<file path="src/rtl/alu_seq.sv">
// Sequential ALU for the EX stage: single-cycle logic/arith/shift ops plus a
// WIDTH-cycle shift-add MULTU. All outputs are registered; start/finished handshake.
module alu_seq #(
  parameter int unsigned WIDTH               = 32,
  parameter int unsigned SHAMT_W             = $clog2(WIDTH),
  parameter int unsigned CONTROL_SIGNAL_SIZE = 4
) (
  input  logic                           clk,
  input  logic                           reset_n,
  input  logic                           start,
  input  logic [WIDTH-1:0]               input_a,
  input  logic [WIDTH-1:0]               input_b,
  input  logic [CONTROL_SIGNAL_SIZE-1:0] control,
  output logic                           busy,
  output logic                           finished,
  output logic [WIDTH-1:0]               result,
  output logic [WIDTH-1:0]               result_hi,
  output logic                           zero,
  output logic                           cout,
  output logic                           err_overflow,
  output logic                           err_invalid_control
);

  localparam int unsigned Msb  = WIDTH - 1;
  localparam int unsigned CntW = $clog2(WIDTH);

  localparam logic [CONTROL_SIGNAL_SIZE-1:0] OpAnd   = 'h0;
  localparam logic [CONTROL_SIGNAL_SIZE-1:0] OpOr    = 'h1;
  localparam logic [CONTROL_SIGNAL_SIZE-1:0] OpAdd   = 'h2;
  localparam logic [CONTROL_SIGNAL_SIZE-1:0] OpAddu  = 'h3;
  localparam logic [CONTROL_SIGNAL_SIZE-1:0] OpSltu  = 'h4;
  localparam logic [CONTROL_SIGNAL_SIZE-1:0] OpSub   = 'h6;
  localparam logic [CONTROL_SIGNAL_SIZE-1:0] OpSlt   = 'h7;
  localparam logic [CONTROL_SIGNAL_SIZE-1:0] OpSll   = 'h8;
  localparam logic [CONTROL_SIGNAL_SIZE-1:0] OpSrl   = 'h9;
  localparam logic [CONTROL_SIGNAL_SIZE-1:0] OpSra   = 'hA;
  localparam logic [CONTROL_SIGNAL_SIZE-1:0] OpNor   = 'hC;
  localparam logic [CONTROL_SIGNAL_SIZE-1:0] OpMultu = 'hD;

  typedef enum logic [1:0] {StIdle, StExec, StMul, StDone} state_e;

  state_e state_q, state_d;

  logic [WIDTH-1:0]               a_q, b_q;
  logic [CONTROL_SIGNAL_SIZE-1:0] ctrl_q;
  logic [2*WIDTH-1:0]             prod_q, prod_step;
  logic [CntW-1:0]                cnt_q;

  logic [WIDTH-1:0] result_q, result_hi_q;
  logic             zero_q, cout_q, ovf_q, inv_q, finished_q, busy_q;

  logic [WIDTH:0]   sum_add, sum_sub, mul_sum;
  logic [WIDTH-1:0] exec_res;
  logic             exec_cout, exec_ovf, exec_inv;
  logic [SHAMT_W-1:0] shamt;

  assign busy                = busy_q;
  assign finished            = finished_q;
  assign result              = result_q;
  assign result_hi           = result_hi_q;
  assign zero                = zero_q;
  assign cout                = cout_q;
  assign err_overflow        = ovf_q;
  assign err_invalid_control = inv_q;

  always_ff @(posedge clk) begin
    if (!reset_n) begin
      state_q <= StIdle;
    end else begin
      state_q <= state_d;
    end
  end

  always_comb begin
    state_d = state_q;
    unique case (state_q)
      StIdle: begin
        if (start) begin
          state_d = (control == OpMultu) ? StMul : StExec;
        end
      end
      StExec: state_d = StIdle;
      StMul: begin
        if (cnt_q == '0) begin
          state_d = StDone;
        end
      end
      StDone: state_d = StIdle;
      default: state_d = StIdle;
    endcase
  end

  always_comb begin
    shamt     = b_q[SHAMT_W-1:0];
    sum_add   = {1'b0, a_q} + {1'b0, b_q};
    sum_sub   = {1'b0, a_q} + {1'b0, ~b_q} + {{WIDTH{1'b0}}, 1'b1};
    exec_res  = '0;
    exec_cout = 1'b0;
    exec_ovf  = 1'b0;
    exec_inv  = 1'b0;
    case (ctrl_q)
      OpAnd: exec_res = a_q & b_q;
      OpOr:  exec_res = a_q | b_q;
      OpNor: exec_res = ~(a_q | b_q);
      OpAdd: begin
        exec_res  = sum_add[WIDTH-1:0];
        exec_cout = sum_add[WIDTH];
        exec_ovf  = (a_q[Msb] == b_q[Msb]) && (sum_add[Msb] != a_q[Msb]);
      end
      OpAddu: begin
        exec_res  = sum_add[WIDTH-1:0];
        exec_cout = sum_add[WIDTH];
        exec_ovf  = sum_add[WIDTH];
      end
      OpSub: begin
        exec_res  = sum_sub[WIDTH-1:0];
        exec_cout = sum_sub[WIDTH];
        exec_ovf  = (a_q[Msb] != b_q[Msb]) && (sum_sub[Msb] != a_q[Msb]);
      end
      OpSlt:  exec_res = {{(WIDTH-1){1'b0}}, $signed(a_q) < $signed(b_q)};
      OpSltu: exec_res = {{(WIDTH-1){1'b0}}, a_q < b_q};
      OpSll:  exec_res = a_q << shamt;
      OpSrl:  exec_res = a_q >> shamt;
      OpSra:  exec_res = $unsigned($signed(a_q) >>> shamt);
      default: exec_inv = 1'b1;
    endcase
  end

  // Shift-add step: add multiplicand into the high half when the multiplier LSB is set.
  always_comb begin
    mul_sum   = {1'b0, prod_q[2*WIDTH-1:WIDTH]} + (prod_q[0] ? {1'b0, a_q} : {(WIDTH+1){1'b0}});
    prod_step = {mul_sum, prod_q[WIDTH-1:1]};
  end

  always_ff @(posedge clk) begin
    if (!reset_n) begin
      a_q         <= '0;
      b_q         <= '0;
      ctrl_q      <= '0;
      prod_q      <= '0;
      cnt_q       <= '0;
      result_q    <= '0;
      result_hi_q <= '0;
      zero_q      <= 1'b1;
      cout_q      <= 1'b0;
      ovf_q       <= 1'b0;
      inv_q       <= 1'b0;
      finished_q  <= 1'b0;
      busy_q      <= 1'b0;
    end else begin
      finished_q <= 1'b0;
      busy_q     <= (state_d != StIdle);
      case (state_q)
        StIdle: begin
          if (start) begin
            a_q    <= input_a;
            b_q    <= input_b;
            ctrl_q <= control;
            prod_q <= {{WIDTH{1'b0}}, input_b};
            cnt_q  <= CntW'(WIDTH - 1);
          end
        end
        StExec: begin
          result_q    <= exec_res;
          result_hi_q <= '0;
          zero_q      <= (exec_res == '0);
          cout_q      <= exec_cout;
          ovf_q       <= exec_ovf;
          inv_q       <= exec_inv;
          finished_q  <= 1'b1;
        end
        StMul: begin
          prod_q <= prod_step;
          cnt_q  <= cnt_q - 1'b1;
        end
        StDone: begin
          result_q    <= prod_q[WIDTH-1:0];
          result_hi_q <= prod_q[2*WIDTH-1:WIDTH];
          zero_q      <= (prod_q[WIDTH-1:0] == '0);
          cout_q      <= 1'b0;
          ovf_q       <= 1'b0;
          inv_q       <= 1'b0;
          finished_q  <= 1'b1;
        end
        default: ;
      endcase
    end
  end

endmodule
</file>
<file path="config.mk">
export PLATFORM = sky130hd
export DESIGN_NAME = alu_seq
export DESIGN_NICKNAME = d
export VERILOG_FILES = /design/src/rtl/alu_seq.sv
export SDC_FILE = /design/constraint.sdc
export NUM_CORES = 1
export LEC_CHECK = 0
export CORE_MARGIN = 8
export CORE_UTILIZATION = 35
export CTS_BUF_LIST = sky130_fd_sc_hd__clkbuf_4
export CTS_CLUSTER_SIZE = 40
export DETAILED_ROUTE_END_ITERATION = 16
export PLACE_DENSITY = 0.5
export SYNTH_ARGS = -nofsm -noshare
export SYNTH_HDL_FRONTEND = slang
export SYNTH_SLANG_ARGS = --single-unit
</file>
<file path="constraint.sdc">
create_clock -name clk -period 8.5 [get_ports clk]
set_input_delay 1.275 -clock clk [delete_from_list [all_inputs] [get_ports clk]]
set_output_delay 1.275 -clock clk [all_outputs]
set_load 0.02 [all_outputs]
</file>
# Word-level counts from Yosys, hierarchy flattened
# Cells that the tools add are included.
# op_classes
magnitude_cmp,2
n_eq_ne,19
shifts,3
n_addsub,5
reduce_logical,15
bitwise_logic,4
n_mux,20
# ops
operator,n
$pmux W32 S10,1
$pmux W32 S2,2
$pmux W64 S2,1
$add A32 B32 Y33,3
$logic_not A32 Y1,2
$lt A32 B32 Y1,2
$mux W64,1
$not A32 Y32,2
$add A33 B1 Y33 const B,1
$and A32 B32 Y32,1
$mux W32,1
$or A32 B32 Y32,1
$shl A32 B5 Y32,1
$shr A32 B5 Y32,1
$sshr A32 B5 Y32,1
$eq A4 B4 Y1 const B,5
$eq A4 B3 Y1 const B,3
$reduce_or A11 Y1,1
$pmux W1 S2,5
$pmux W5 S2,1
$eq A4 B2 Y1 const B,2
$mux W2,3
$pmux W2 S3,1
$reduce_bool A2 Y1,3
16 further kinds,23
# totals
out_inout_bits,70
ff_bits,209
in_bits,71

# Logic depth before layout (Yosys ltp)
# logic_depth
word_depth,7
mapped_depth,18
ltp_nobuf,15

# Worst setup path before layout
# OpenSTA, ideal clock, no wires.
# synth_path
path_kind,reg2reg
start,register b_q[3]
end,register zero_q (netlist: zero)
required_ns,8.404
path_stages_with_launch,19
slack_ns,3.505
synth_period_minus_slack_ns,4.995
arrival_time_ns,4.899
path_cell_list,dfxtp_1 -> clkbuf_1 -> inv_1 -> buf_1 -> buf_1 -> clkbuf_1 -> ha_1 -> clkbuf_1 -> nor2b_1 -> a211oi_1 -> o2111ai_2 -> nand3_4 -> a31oi_4 -> o31a_1 -> a221oi_2 -> o21ba_1 -> or4b_1 -> or4_1 -> o41ai_2
# synth_via
elab_chain_len,6
elab_cells_between_ends,15
# synth_lines
element,line,text
"start, declared",44,"logic [WIDTH-1:0] a_q, b_q;"
"start signal, assigned",157,b_q <= input_b;
$not A32 Y32,96,"sum_sub = {1'b0, a_q} + {1'b0, ~b_q} + {{WIDTH{1'b0}}, 1'b1};"
$add A32 B32 Y33,96,
$add A33 B1 Y33,96,
$pmux W32 S10 *,101,case (ctrl_q)
$logic_not A32 Y1 *,166,zero_q <= (exec_res == '0);
$pmux W1 S2 *,153,case (state_q)
"end signal, assigned",166,
"end signal, assigned",179,zero_q <= (prod_q[WIDTH-1:0] == '0);
"end, declared",50,"logic zero_q, cout_q, ovf_q, inv_q, finished_q, busy_q;"
# Every way passes the cells marked *; elsewhere a longest branch is shown, timed or not.
# A chain may end at the register's enable or synchronous reset.

# Final worst setup path
# layout_path
start,register b_q[2]
end,register zero_q (netlist: zero)
# Same word-level chain as after synthesis.

==> reports/qor.log <==
INFO  setup_path     timing.critical_path.required=9250ps
INFO  finish         layout_common_cells=nand2_1 (399), a21oi_1 (272), dfxtp_1 (203), nor2_1 (178), clkdlybuf4s50_1 (140)
INFO  pwr            power_density=139nW/um^2
INFO  clock_network  clockRootBuffer=clkbuf_4
INFO  logic_synthesis synth_nets=2,840
INFO  clock_network  cts.repair.resized=0
INFO  setup_path     critical_path.max_stage_delay=690ps
INFO  clock_network  h-tree-depth=2
INFO  setup_path     crit_path_max_fanout=25
INFO  clock_network  numClockSinks=209
INFO  grt            gr-usage-all-layers=31.2%
INFO  die            die-width=254microns
INFO  logic_synthesis synth_async_reset_ratio=0%
INFO  clock_network  cts_tree=done
INFO  logic_synthesis synth_largest_area_cell=dfxtp_1
INFO  die            die_height=254microns
INFO  detailed_routing wl_per_cell=29.7microns
INFO  placement      gp_routability_congestion=1.09
INFO  die            rows=87
INFO  pwr            power.leakage=8.52nW
INFO  pwr            pwr-share-clk=31.2%
INFO  timing         timing.slew.headroom=22.1%
INFO  timing         grt_setup_unrepaired=false
INFO  timing         final_period_minus_worst_setup_slack=5520ps
INFO  outcome        outcome=completed
INFO  clock_network  cts_hold_buffers=0
INFO  detailed_routing drc_errors=0
INFO  logic_synthesis yosys_warnings=0
INFO  placement      hpwlAfterDp=78,000microns
INFO  logic_synthesis post_synth_instance_area=19,800squm
INFO  pwr            power.share.sequential=34.2%
INFO  setup_path     worst_setup_path_startpoint=b_q[2]
INFO  setup_path     rr_worst_depth=14
INFO  setup_path     critical-path-slowest-cell=a211oi_1
INFO  timing         tns=0ps
INFO  logic_synthesis synth-edff-count=0
INFO  setup_path     worst_ep_arrival_time=6260ps
INFO  pwr            power.combinational.fraction=34.6%
INFO  clock_network  tritoncts.num_buffers=61
INFO  setup_path     worst-r2r-setup-slack=2980ps
INFO  timing         finalCritPeriodShare=64.9%
INFO  setup_path     critPathBufInv=2
INFO  clock_network  clk_path_buf_depth=3
INFO  grt            grt_overflow_total=0
INFO  detailed_routing finalWirelength=104,000microns
INFO  timing         worst_clock_skew=88.0ps
INFO  logic_synthesis synthCells=2,633
INFO  detailed_routing drt_first_pass_iters=7
INFO  setup_path     startpoint_type=flop
INFO  finish         most_common_library_cell_in_the_layout_ignoring_fill_and_taps=nand2_1
INFO  timing         max_clock_freq=181MHz
INFO  setup_path     crit_chain=inv_1 > buf_4 > ha_1 > nand2b_1 > a211oi_1 > o21ai_0 > a221o_1 > a21oi_1 > nand4_1 > nor4_1 > nand4_1 > nor3_1 > nand4b_1 > o41ai_2
INFO  clock_network  clk_pin_slew_worst_paths=80ps
INFO  logic_synthesis synthDistinctLibCells=100
INFO  die            effective_utilization_at_floorplan=35.2%
INFO  timing         final-max-slew-violation-count=0
INFO  logic_synthesis synth_top_cell_area_share=21.2%
INFO  pwr            switching_share=40.3%
INFO  setup_path     crit_top_cell=nand4_1
INFO  logic_synthesis synth.ff_latch_count=209
INFO  pwr            pwr_total=3.16mW
INFO  job            max_cap_viol_count=0
INFO  clock_network  insertion_delay=860ps
INFO  clock_network  post-cts-setup-buffers=0
INFO  grt            number_of_global_route_vias_before_repair=20,500
INFO  pwr            cell_internal_power=1.88mW
INFO  die            num_io_pins=141
INFO  detailed_routing postRouteAntennaNets=0
INFO  pwr            worst_vdd_drop=0.000107V
INFO  setup_path     worst_r2r_endpoint=zero
INFO  setup_path     critical_path.top_delay_family=compound AO/OA/AOI/OAI gates
INFO  grt            grt_max_degree=87
INFO  logic_synthesis netlist_top_cells_area=dfxtp_1 (21%), ha_1 (8.4%), nand2_1 (7.6%), a21oi_1 (6.9%), mux4_2 (6.7%)
INFO  logic_synthesis synth_ff_type=dfxtp_1
INFO  hold_path      hold_class=flop to flop
INFO  hold_path      hold_path_end=result_hi[18]
INFO  hold_path      cell_depth_of_the_worst_hold_path=2
INFO  grt            grt_pass1_wl=150,000microns
INFO  hold_path      worst_hold_startpoint=result_hi[18]
INFO  detailed_routing detailedRoute.firstIterationViolations=2,445
INFO  timing         worst_pin_slew=1150ps
INFO  finish         layout.filler_cells=5,932
INFO  setup_path     regToRegStartpoint=b_q[2]
INFO  timing         setup-violations-final=0
INFO  logic_synthesis synth.avg_cell_area=7.51squm
INFO  setup_path     endpoint_kind=flop
INFO  placement      placement.io_buffers=140
INFO  pwr            p_sw=1.27mW
INFO  setup_path     path_class=flop to flop
INFO  logic_synthesis ys_seq_area_share=21.2%
INFO  detailed_routing vias=21,900
INFO  finish         layout.nets=2,897
INFO  die            area_of_the_die=64,400squm
INFO  detailed_routing drt-vias-per-instance=6.28
INFO  grt            antenna_found_initial=3
INFO  finish         drive_gt1_share=11.9%
INFO  timing         timing.final.hold_violations=0
INFO  die            core-area=56,200squm
INFO  finish         layout_overhead_on_the_synthesized_area=14.7%
[logic make-up (layout without fill, tap and decap cells)]
kind of cell             Yosys count  count (layout)  share of synthesized area, %
AO/OA/AOI/OAI                    790             790                          26.6
XOR/XNOR                          29              29                          1.28
adder cells (fa/ha/maj)          136             136                          8.72
buffers and inverters            336             437                          6.68
flip-flops                       209             209                          21.2
multiplexers                     176             176                          12.9
other                              0               4                             0
AND/OR/NAND/NOR                  957             957                          22.7
[power groups by stage]
stage	clock network (mW)	logic, mW	registers, mW
floorplan	0	0.637	1.08
global placement	0	1.06	1.10
detailed placement	0	1.06	1.10
CTS	1.01	1.06	1.08
global route	1.08	1.14	1.08
finish	0.985	1.09	1.08
[cells in the mapped netlist (16+ instances only)]
library cell and instances:
clkbuf_1 167, a21oi_1 272, nor3_1 45, a31oi_1 54, nand2_1 399, o221ai_1 16, o211ai_1 26, buf_2 24
ha_1 133, nand4_1 30, mux4_2 59, a211oi_1 30, nor4_1 19, o22ai_1 20, o21ai_0 97, a221oi_1 20
nand3_1 110, xnor2_1 23, and2_1 42, buf_1 24, nor2b_1 19, nor2_1 180, o21bai_1 18, mux2_2 37
nand2b_1 20, a22oi_1 25, inv_1 110, dfxtp_1 209, a21o_1 40, mux2i_1 80
[metal layers]
metal,GRT usage (%),vias up,part of all wire (%)
met5,0,-,0.013
met4,10.9,2,3.7
met3,6.06,172,8.9
met2,45.3,1093,41
met1,45.4,10900,46
li1,-,9816,-
[flip-flops by register name, summed over array words and instances (netlist names), 2 cells and up]
register and cells:
cnt_q 5, state_q 2, result 32, ctrl_q 4
a_q 32, result_hi 32, prod_q 64, b_q 32
[layout make-up]
| cell class | count | area [sq um] | share of cell area, % |
|---|---|---|---|
| multi-input cells | 2088 | 14300 | 63.3 |
| flip-flops and latches | 209 | 4200 | 18.5 |
| repair buffers | 216 | 1970 | 8.70 |
| well taps | 756 | 946 | 4.17 |
| clock buffers | 87 | 653 | 2.88 |
| inverters | 114 | 433 | 1.91 |
| clock inverters | 20 | 121 | 0.535 |
| diodes | 4 | 10.0 | 0.0441 |
[how the worst max path moves through the flow]
stage | slack (ps) | depth (start not counted) | to
floorplan | 3510 | 18 | zero
finish | 2980 | 14 | zero
CTS | 3050 | 14 | zero
global route | 2860 | 13 | zero
global placement | 3130 | 14 | zero
detailed placement | 3120 | 13 | zero
[through the flow]
step	area (sq um)	hold slack (ps)	util [%]	setup WS, ps	std cells
2_1_floorplan	19800	453	-	3510	2633
3_3_place_gp	21900	440	39.0	3130	3383
3_5_place_dp	21900	445	39.0	3120	3383
4_1_cts	22700	451	40.4	3050	3490
5_1_grt	22700	462	40.4	2860	3494
6_report	22700	454	40.4	2980	3494
[worst register-to-register path, stage by stage (launching register included)]
cell      delay [ps]
dfxtp_4          570
inv_1            400
buf_4            330
ha_1             380
nand2b_1         240
a211oi_1         690
o21ai_0          280
a221o_1          400
a21oi_1          530
nand4_1          200
nor4_1           340
nand4_1          240
nor3_1           310
nand4b_1         150
o41ai_2          380
(Power assumes the default switching activity.)
